$ cat src/rtl/switch_entry_if.sv
// Switch/value bundle for switch_entry: four raw push-buttons in,
// edited value, change strobe and debounced levels out.
interface switch_entry_if;
  logic       i_Switch_1;
  logic       i_Switch_2;
  logic       i_Switch_3;
  logic       i_Switch_4;
  logic [7:0] o_Value;
  logic       o_Changed;
  logic [3:0] o_Held;

  // Board/stimulus side: drives the buttons, observes the value.
  modport master (
    output i_Switch_1, i_Switch_2, i_Switch_3, i_Switch_4,
    input  o_Value, o_Changed, o_Held
  );

  // Front-end side: conditions the buttons, owns the value.
  modport slave (
    input  i_Switch_1, i_Switch_2, i_Switch_3, i_Switch_4,
    output o_Value, o_Changed, o_Held
  );
endinterface

$ cat src/rtl/switch_entry.sv
// switch_entry: debounced push-button front end editing an 8-bit value.
// Switch_1 increments, Switch_2 decrements, Switch_3 clears to INIT_VALUE,
// Switch_4 swaps nibbles. Each button goes through a 2-flop synchronizer
// and an independent debouncer; a rising debounced level is one event.
// Optional feature: define SWITCH_ENTRY_REPEAT_EN for auto-repeat of
// Switch_1/Switch_2 while held (REPEAT_DELAY, REPEAT_PERIOD).
module switch_entry #(
  parameter int unsigned DEBOUNCE_LIMIT = 250000,
  parameter int unsigned REPEAT_DELAY   = 12500000,
  parameter int unsigned REPEAT_PERIOD  = 2500000,
  parameter logic [7:0]  INIT_VALUE     = 8'h00
) (
  input logic           i_Clk,
  input logic           i_Rst_L,
  switch_entry_if.slave sw
);

  localparam int unsigned CNT_W = $clog2(DEBOUNCE_LIMIT);
  localparam logic [CNT_W-1:0] CNT_LAST = CNT_W'(DEBOUNCE_LIMIT - 1);

  if (DEBOUNCE_LIMIT < 2 || REPEAT_DELAY == 0 || REPEAT_PERIOD == 0) begin : g_param_check
    $error("switch_entry: DEBOUNCE_LIMIT must be >= 2 and repeat timings nonzero");
  end

  logic [3:0]            raw;
  logic [3:0]            sync1_q, sync1_d;
  logic [3:0]            sync2_q, sync2_d;
  logic [3:0][CNT_W-1:0] cnt_q, cnt_d;
  logic [3:0]            held_q, held_d;
  logic [3:0]            held_r_q, held_r_d;
  logic [3:0]            press;
  logic [7:0]            value_q, value_d;
  logic                  changed_q, changed_d;
  logic                  rep_fire;
  logic                  inc_ev, dec_ev;

  assign raw   = {sw.i_Switch_4, sw.i_Switch_3, sw.i_Switch_2, sw.i_Switch_1};
  // A press is a debounced level that is high now but was low one cycle ago.
  assign press = held_q & ~held_r_q;

  // Synchronizer stages, debounce counters and the edge-detect copy.
  always_comb begin
    // NOTE: every always_comb output gets a default first so no path leaves it unassigned (no latch).
    sync1_d  = raw;
    sync2_d  = sync1_q;
    held_r_d = held_q;
    cnt_d    = cnt_q;
    held_d   = held_q;
    for (int i = 0; i < 4; i++) begin
      if (sync2_q[i] == held_q[i]) begin
        cnt_d[i] = '0;
      end else if (cnt_q[i] == CNT_LAST) begin
        cnt_d[i]  = '0;
        held_d[i] = ~held_q[i];
      end else begin
        cnt_d[i] = cnt_q[i] + CNT_W'(1);
      end
    end
  end

`ifdef SWITCH_ENTRY_REPEAT_EN
  localparam int unsigned REP_MAX = (REPEAT_DELAY > REPEAT_PERIOD) ? REPEAT_DELAY : REPEAT_PERIOD;
  localparam int unsigned REP_W   = $clog2(REP_MAX + 1);

  // rep_cnt_q == 0 means idle; otherwise it counts cycles since the press
  // (phase 0) or since the last repeat step (phase 1).
  logic [REP_W-1:0] rep_cnt_q, rep_cnt_d;
  logic             rep_phase_q, rep_phase_d;
  logic             one_held;

  // Shared hold counter: runs only while exactly one of Switch_1/Switch_2 is held.
  always_comb begin
    one_held    = held_q[0] ^ held_q[1];
    rep_fire    = 1'b0;
    rep_cnt_d   = rep_cnt_q;
    rep_phase_d = rep_phase_q;
    if (!one_held) begin
      rep_cnt_d   = '0;
      rep_phase_d = 1'b0;
    end else if (|press[1:0]) begin
      rep_cnt_d   = REP_W'(1);
      rep_phase_d = 1'b0;
    end else if (rep_cnt_q != '0) begin
      if (rep_cnt_q == (rep_phase_q ? REP_W'(REPEAT_PERIOD) : REP_W'(REPEAT_DELAY))) begin
        rep_fire    = 1'b1;
        rep_cnt_d   = REP_W'(1);
        rep_phase_d = 1'b1;
      end else begin
        rep_cnt_d = rep_cnt_q + REP_W'(1);
      end
    end
  end

  // Hold counter registers.
  always_ff @(posedge i_Clk or negedge i_Rst_L) begin
    if (!i_Rst_L) begin
      rep_cnt_q   <= '0;
      rep_phase_q <= 1'b0;
    end else begin
      rep_cnt_q   <= rep_cnt_d;
      rep_phase_q <= rep_phase_d;
    end
  end
`else
  assign rep_fire = 1'b0;
`endif

  // Value edit with priority clear > swap > inc/dec; inc and dec together cancel.
  always_comb begin
    inc_ev    = press[0] | (rep_fire & held_q[0]);
    dec_ev    = press[1] | (rep_fire & held_q[1]);
    value_d   = value_q;
    changed_d = 1'b0;
    if (press[2]) begin
      value_d   = INIT_VALUE;
      changed_d = 1'b1;
    end else if (press[3]) begin
      value_d   = {value_q[3:0], value_q[7:4]};
      changed_d = 1'b1;
    end else if (inc_ev ^ dec_ev) begin
      value_d   = inc_ev ? value_q + 8'd1 : value_q - 8'd1;
      changed_d = 1'b1;
    end
  end

  // State registers; every flop, including the debounce counters, clears on reset.
  always_ff @(posedge i_Clk or negedge i_Rst_L) begin
    if (!i_Rst_L) begin
      sync1_q   <= '0;
      sync2_q   <= '0;
      cnt_q     <= '0;
      held_q    <= '0;
      held_r_q  <= '0;
      value_q   <= INIT_VALUE;
      changed_q <= 1'b0;
    end else begin
      // NOTE: sequential state uses non-blocking assignments so all flops update from pre-edge values.
      sync1_q   <= sync1_d;
      sync2_q   <= sync2_d;
      cnt_q     <= cnt_d;
      held_q    <= held_d;
      held_r_q  <= held_r_d;
      value_q   <= value_d;
      changed_q <= changed_d;
    end
  end

  assign sw.o_Value   = value_q;
  assign sw.o_Changed = changed_q;
  assign sw.o_Held    = held_q;

endmodule

$ cat src/flat_wrapper.sv
// flat-port wrapper written by rule: the top's interface ports become plain ports
module switch_entry_flat 
#(
  parameter int unsigned DEBOUNCE_LIMIT = 250000,
  parameter int unsigned REPEAT_DELAY   = 12500000,
  parameter int unsigned REPEAT_PERIOD  = 2500000,
  parameter logic [7:0]  INIT_VALUE     = 8'h00
)
  (i_Clk, i_Rst_L, sw_i_Switch_1, sw_i_Switch_2, sw_i_Switch_3, sw_i_Switch_4, sw_o_Value, sw_o_Changed, sw_o_Held);
  switch_entry_if sw_i ();
  input logic i_Clk;
  input logic i_Rst_L;
  input wire logic [$bits(sw_i.i_Switch_1)-1:0] sw_i_Switch_1;
  input wire logic [$bits(sw_i.i_Switch_2)-1:0] sw_i_Switch_2;
  input wire logic [$bits(sw_i.i_Switch_3)-1:0] sw_i_Switch_3;
  input wire logic [$bits(sw_i.i_Switch_4)-1:0] sw_i_Switch_4;
  output wire logic [$bits(sw_i.o_Value)-1:0] sw_o_Value;
  output wire logic [$bits(sw_i.o_Changed)-1:0] sw_o_Changed;
  output wire logic [$bits(sw_i.o_Held)-1:0] sw_o_Held;
  assign sw_i.i_Switch_1 = sw_i_Switch_1;
  assign sw_i.i_Switch_2 = sw_i_Switch_2;
  assign sw_i.i_Switch_3 = sw_i_Switch_3;
  assign sw_i.i_Switch_4 = sw_i_Switch_4;
  assign sw_o_Value = sw_i.o_Value;
  assign sw_o_Changed = sw_i.o_Changed;
  assign sw_o_Held = sw_i.o_Held;
  switch_entry #(.DEBOUNCE_LIMIT(DEBOUNCE_LIMIT), .REPEAT_DELAY(REPEAT_DELAY), .REPEAT_PERIOD(REPEAT_PERIOD), .INIT_VALUE(INIT_VALUE)) u_core (.i_Clk(i_Clk), .i_Rst_L(i_Rst_L), .sw(sw_i));
endmodule
$ cat config.mk
export PLATFORM = sky130hd
export DESIGN_NAME = switch_entry_flat
export DESIGN_NICKNAME = d
export VERILOG_FILES = /design/src/rtl/switch_entry_if.sv /design/src/rtl/switch_entry.sv /design/src/flat_wrapper.sv
export SDC_FILE = /design/constraint.sdc
export NUM_CORES = 1
export LEC_CHECK = 0
export CAP_MARGIN = 10
export CORE_MARGIN = 3
export CORE_UTILIZATION = 65
export DETAILED_ROUTE_END_ITERATION = 12
export PLACE_DENSITY = 0.93
export SETUP_SLACK_MARGIN = 0.4
export SLEW_MARGIN = 30
export SYNTH_ARGS = -nofsm -noshare
export SYNTH_HDL_FRONTEND = slang
export SYNTH_SLANG_ARGS = --single-unit
$ cat constraint.sdc
create_clock -name i_Clk -period 6.3 [get_ports i_Clk]
set_clock_uncertainty 0.1 [all_clocks]
set_input_delay 1.26 -clock i_Clk [delete_from_list [all_inputs] [get_ports i_Clk]]
set_output_delay 1.26 -clock i_Clk [all_outputs]
set_load 0.01 [all_outputs]
# Word level (Yosys, flattened, before mapping)
# Index checks and enable logic that the tools add are counted.
[word_totals] in_bits=6 regBits=97 wordCells=58 output_inout_bits=13
[classes] addsub=6 mux=15 n_reduce_logical=5 bitwise_logic=11 n_eq_ne=8
[op_table] op="$mux 18" count=8
[op_table] op="$add 18x1->18 const B" count=4
[op_table] op="$eq 18x18->1 const B" count=4
[op_table] op="$mux 8" count=4
[op_table] op="$add 8x1->8 const B" count=1
[op_table] op="$not 1->1" count=8
[op_table] op="$reduce_and 2->1" count=4
[op_table] op="$sub 8x1->8 const B" count=1
[op_table] op="$and 4x4->4" count=1
[op_table] op="$eq 1x1->1" count=4
[op_table] op="$not 4->4" count=1
[op_table] op="$mux 1" count=3
[op_table] op="$reduce_bool 3->1" count=1
[op_table] op="$xor 1x1->1" count=1

# Depth between registers and ports, before layout
[logic_depth] ltp_word=6 mapped_depth=8 mapped_depth_nobuf=8

# Least setup slack after synthesis
# No wires, ideal clock.
[synth_path] path_kind="flip-flop to flip-flop" startpoint="register u_core.held_q[0] (netlist: u_core.sw.o_Held[0])" endpoint="register u_core.value_q[6] (netlist: u_core.sw.o_Value[6])" path_slack_ps=4102 synth_period_minus_slack_ps=2198 setup_time_ps=104 stages_incl_launch_ff=9 path_buffers=0 arrival_time_ps=1994 required_time_ps=6096 cell_sequence="dfrtp_1 nand2b_2 inv_1 fa_1 nor2b_1 o2111ai_1 nand3_1 mux2_2 a221oi_1"
[synth_between] elab_chain_cells=5 word_cells_on_any_way=7 cone_classes="mux (4); bitwise (2); reduce/logical (1)"
[synth_rtl] item="from (decl)" line="switch_entry.sv:29" text="logic [3:0] held_q, held_d;"
[synth_rtl] item="from (signal assigned)" line="switch_entry.sv:141" text="held_q <= held_d;"
[synth_rtl] item="$and 4x4->4 *" line="switch_entry.sv:39" text="assign press = held_q & ~held_r_q;"
[synth_rtl] item="$mux 8" line="switch_entry.sv:121" text="value_d = inc_ev ? value_q + 8'd1 : value_q - 8'd1;"
[synth_rtl] item="$mux 8" line="switch_entry.sv:120" text="end else if (inc_ev ^ dec_ev) begin"
[synth_rtl] item="$mux 8" line="switch_entry.sv:117" text="end else if (press[3]) begin"
[synth_rtl] item="$mux 8" line="switch_entry.sv:114" text="if (press[2]) begin"
[synth_rtl] item="to (signal assigned)" line="switch_entry.sv:143" text="value_q <= value_d;"
[synth_rtl] item="to (decl)" line="switch_entry.sv:32" text="logic [7:0] value_q, value_d;"
# Every way passes the cells marked *; elsewhere a longest branch is shown, timed or not. The select of a mux whose other input is x is not followed.
# A chain may end at the register's enable or synchronous reset.

# Worst setup path in the final report
[layout_path] startpoint="register u_core.held_q[3] (netlist: u_core.sw.o_Held[3])" endpoint="output sw_o_Held[3]"
[layout_rtl] item="to (decl)" line="flat_wrapper.sv:19" text="output wire logic [$bits(sw_i.o_Held)-1:0] sw_o_Held;"
# No word-level cell between the ends.

==> flow_summary.rst <==
.. list-table::
   :header-rows: 1

   * - Metric
     - Value
   * - Hold Path Stages
     - 0
   * - First-pass GRT wire length
     - 16400 um
   * - Net count of the finished layout
     - 505
   * - Slew at the pin with the worst max-slew slack
     - 0.834 ns
   * - Area delta synth->final
     - 10.0%
   * - Total negative setup slack
     - 0 ns
   * - Synthesized instance count
     - 468
   * - Port Buffers
     - 18
   * - Final Max Tran Viols
     - 0
   * - Final weighted congestion of routability-driven global placement
     - 0.949
   * - Nature of the critical path startpoint
     - flop
   * - Post-detailed-route DRC marker count
     - 0
   * - H-Tree Depth
     - 3
   * - Share of flip-flops with an asynchronous set or reset
     - 1.00
   * - IO Pins
     - 19
   * - Cell class contributing the biggest share of worst-path delay
     - buffers and inverters
   * - Die area
     - 0.00829 mm2
   * - Vias in the first global route
     - 3612
   * - CP Data Arrival Time
     - 1.42 ns
   * - Cell area after technology mapping
     - 0.00470 mm2
   * - TritonCTS Sinks
     - 97
   * - Final setup violation count
     - 0
   * - Seq/Total Area, Yosys
     - 0.516
   * - Initial cell density of the core
     - 0.681
   * - Number of different library cells in the post-synthesis netlist
     - 45
   * - Average vias per placed instance
     - 5.94
   * - TritonCTS Buffers
     - 9
   * - Maxcap violations
     - 0
   * - Achievable clock frequency
     - 359 MHz
   * - Worst supply voltage drop on vdd
     - 0.146 mV
   * - Number of detailed-routing iterations run before antenna repair
     - 5
   * - Post-CTS Hold Fix Bufs
     - 0
   * - EDFF count, synth
     - 0
   * - CP Depth
     - 1
   * - Standard cell core area
     - 0.00691 mm2
   * - Sequential cell area
     - 0.00243 mm2
   * - Total Routed Length
     - 9580 um
   * - CP Cell Sequence
     - clkdlybuf4s50_1
   * - Hold Startpoint
     - u_core.sync1_q[1]$_DFF_PN0_
   * - Pin count of the biggest net entering global routing
     - 80
   * - Master of the slowest instance on the critical path
     - sky130_fd_sc_hd__clkdlybuf4s50_1
   * - Leading cell type in the layout, fill and taps excluded
     - sky130_fd_sc_hd__dfrtp_1
   * - Worst R2R Start
     - u_core.sw.o_Held[0]$_DFFE_PN0P_
   * - Hold worst-path end
     - u_core.sync2_q[1]$_DFF_PN0_
   * - Clock latency on the worst-skew pair
     - 0.37 ns
   * - Main synth FF type
     - sky130_fd_sc_hd__dfrtp_1
   * - Resize count post-CTS
     - 0
   * - Leakage power summed over all cells
     - 0.00222 uW
   * - Ratio of cells with drive above 1 in the final layout
     - 0.0609
   * - Worst flop-to-flop path endpoint
     - u_core.sw.o_Value[6]$_DFFE_PN0P_
   * - Maximum root-to-sink buffer count
     - 2
   * - Critical path class
     - reg2out
   * - Setup bufs post-CTS
     - 0
   * - Part of the cycle the worst path needs
     - 0.442
   * - Warnings from Yosys
     - 0
   * - Placed Instance Area
     - 0.00494 mm2
   * - Number of vias in the routed layout
     - 3497
   * - Number of nets produced by synthesis
     - 485
   * - CTS tree
     - built
   * - Worst Path Buf+Inv
     - 1
   * - Number of routed nets with antenna violations
     - 0
   * - Root buffer cell
     - sky130_fd_sc_hd__clkbuf_8
   * - Crit path max fanout
     - 6
   * - FILL cells
     - 446
   * - Die height
     - 91.1 um
   * - Power density cells
     - 221 mW/mm2
   * - Setup repair after global routing missed its margin
     - no
   * - Cell Rows
     - 30
   * - Mean area per synthesized cell
     - 10.0 um2
   * - Violation count after the first detailed-routing iteration
     - 155
   * - Overall overflow remaining after global route
     - 0
   * - Die outline width
     - 91.1 um
   * - Maximum cell stage delay along the critical path
     - 0.58 ns
   * - Final hold violation count
     - 0
   * - Yosys reg bits
     - 97
   * - Commonest cells after routing, fill and taps aside
     - 97 x sky130_fd_sc_hd__dfrtp_1, 93 x sky130_fd_sc_hd__nor2_1, 40 x sky130_fd_sc_hd__nand2_1
   * - Final HPWL DP
     - 6350 um
   * - Total routing resource utilization after global routing
     - 0.245
   * - Post-CTS clock slew at the launch and capture registers of the worst setup and hold paths
     - 0.10 ns
   * - Time the worst path needs with I/O delays and setup
     - 2.78 ns
   * - Run status
     - finished, final reports clean
   * - Required time at the worst-slack endpoint
     - 4.94 ns
   * - Final antenna diode count
     - 0
   * - Number of antenna violations at the first check in global routing
     - 0
   * - Register-to-Register Path Depth
     - 8
   * - Min-delay worst type
     - reg2reg
   * - Multi-input combinational cell area
     - 0.00217 mm2
   * - Sort of element at the end of the critical path
     - output pin
   * - Routed length per instance
     - 16.3 um
   * - Worst-case headroom to the max-slew limit
     - 0.443
   * - Worst-case register-to-register setup slack
     - 3.84 ns
   * - Final std cell area, no fill
     - 0.00517 mm2
-- power breakdown --
part	switching, uW	leakage (uW)	total, uW	internal, uW
Combinational	24.8	0.000772	34.8	10.1
Sequential	9.31	0.00133	640	631
Clock	228	0.000119	468	240
Total	262	0.00222	1140	881
-- synthesized netlist by cell type (all sizes together) (3+ instances only) --
library cell	number	share of area
a21oi	7	0.0074
and2	3	0.0040
and3	9	0.012
and4	7	0.014
buf	9	0.015
dfrtp	97	0.52
ha	10	0.027
inv	9	0.0072
mux2	5	0.012
nand2	40	0.032
nand2b	6	0.0085
nand3	36	0.038
nand4	12	0.016
nor2	93	0.074
nor2b	6	0.0080
nor3	6	0.0064
nor4	9	0.013
nor4b	3	0.0069
o21ai	5	0.0053
xnor2	38	0.071
xor2	37	0.069
-- routing by layer --
metal  vias up  track usage  share of wire
met2       110        0.441           0.53
met4         0        0.116          0.026
met1      1739        0.287           0.41
li1       1624            -              -
met3        24       0.0348          0.035
met5         -            0              0
-- final cells by class --
class                           count  area share
Clock buffer                       10      0.0266
Clock inverter                      6      0.0189
Timing Repair Buffer               19      0.0365
Tap cell                           96      0.0232
Sequential cell                    97       0.469
Multi-Input combinational cell    352       0.419
Inverter                            9     0.00653
-- flip-flops by register name, summed over array words and instances, names as in the netlist --
signal	count
u_core.sw.o_Changed	1
u_core.cnt_q	72
u_core.sw.o_Value	8
u_core.sync1_q	4
u_core.sync2_q	4
u_core.held_r_q	4
u_core.sw.o_Held	4
-- kinds of logic (layout without fill, tap and decap cells) --
kind of cell	after synthesis	count (layout)	synth area share
xor+xnor	75	75	0.140
simple gates	238	238	0.247
compound gates	23	23	0.0319
mux	5	5	0.0120
fa+ha+maj	11	11	0.0309
flops	97	97	0.516
buf+inv	19	44	0.0226
-- per-stage QoR --
step | power (uW) | util | worst slack [ns] | instances | hold slack (ns)
floorplan | 669 | - | 4.10 | 468 | 0.231
global placement | 684 | 0.715 | 3.81 | 573 | 0.232
detailed placement | 687 | 0.715 | 3.78 | 573 | 0.236
CTS | 1150 | 0.749 | 3.49 | 589 | 0.261
global route | 1180 | 0.749 | 3.46 | 589 | 0.266
finish | 1140 | 0.749 | 3.52 | 589 | 0.259
-- how the worst max path moves through the flow --
stage | startpoint | endpoint | slack (ns)
after floorplan | u_core.sw.o_Held[0]$_DFFE_PN0P_ | u_core.sw.o_Value[6]$_DFFE_PN0P_ | 4.10
after global placement | i_Rst_L | u_core.cnt_q[44]$_DFF_PN0_ | 3.81
after detailed placement | i_Rst_L | u_core.cnt_q[50]$_DFF_PN0_ | 3.78
after CTS | u_core.sw.o_Held[3]$_DFFE_PN0P_ | sw_o_Held[3] | 3.49
after global routing | u_core.sw.o_Held[3]$_DFFE_PN0P_ | sw_o_Held[3] | 3.46
final | u_core.sw.o_Held[3]$_DFFE_PN0P_ | sw_o_Held[3] | 3.52
(Power assumes the default switching activity.)
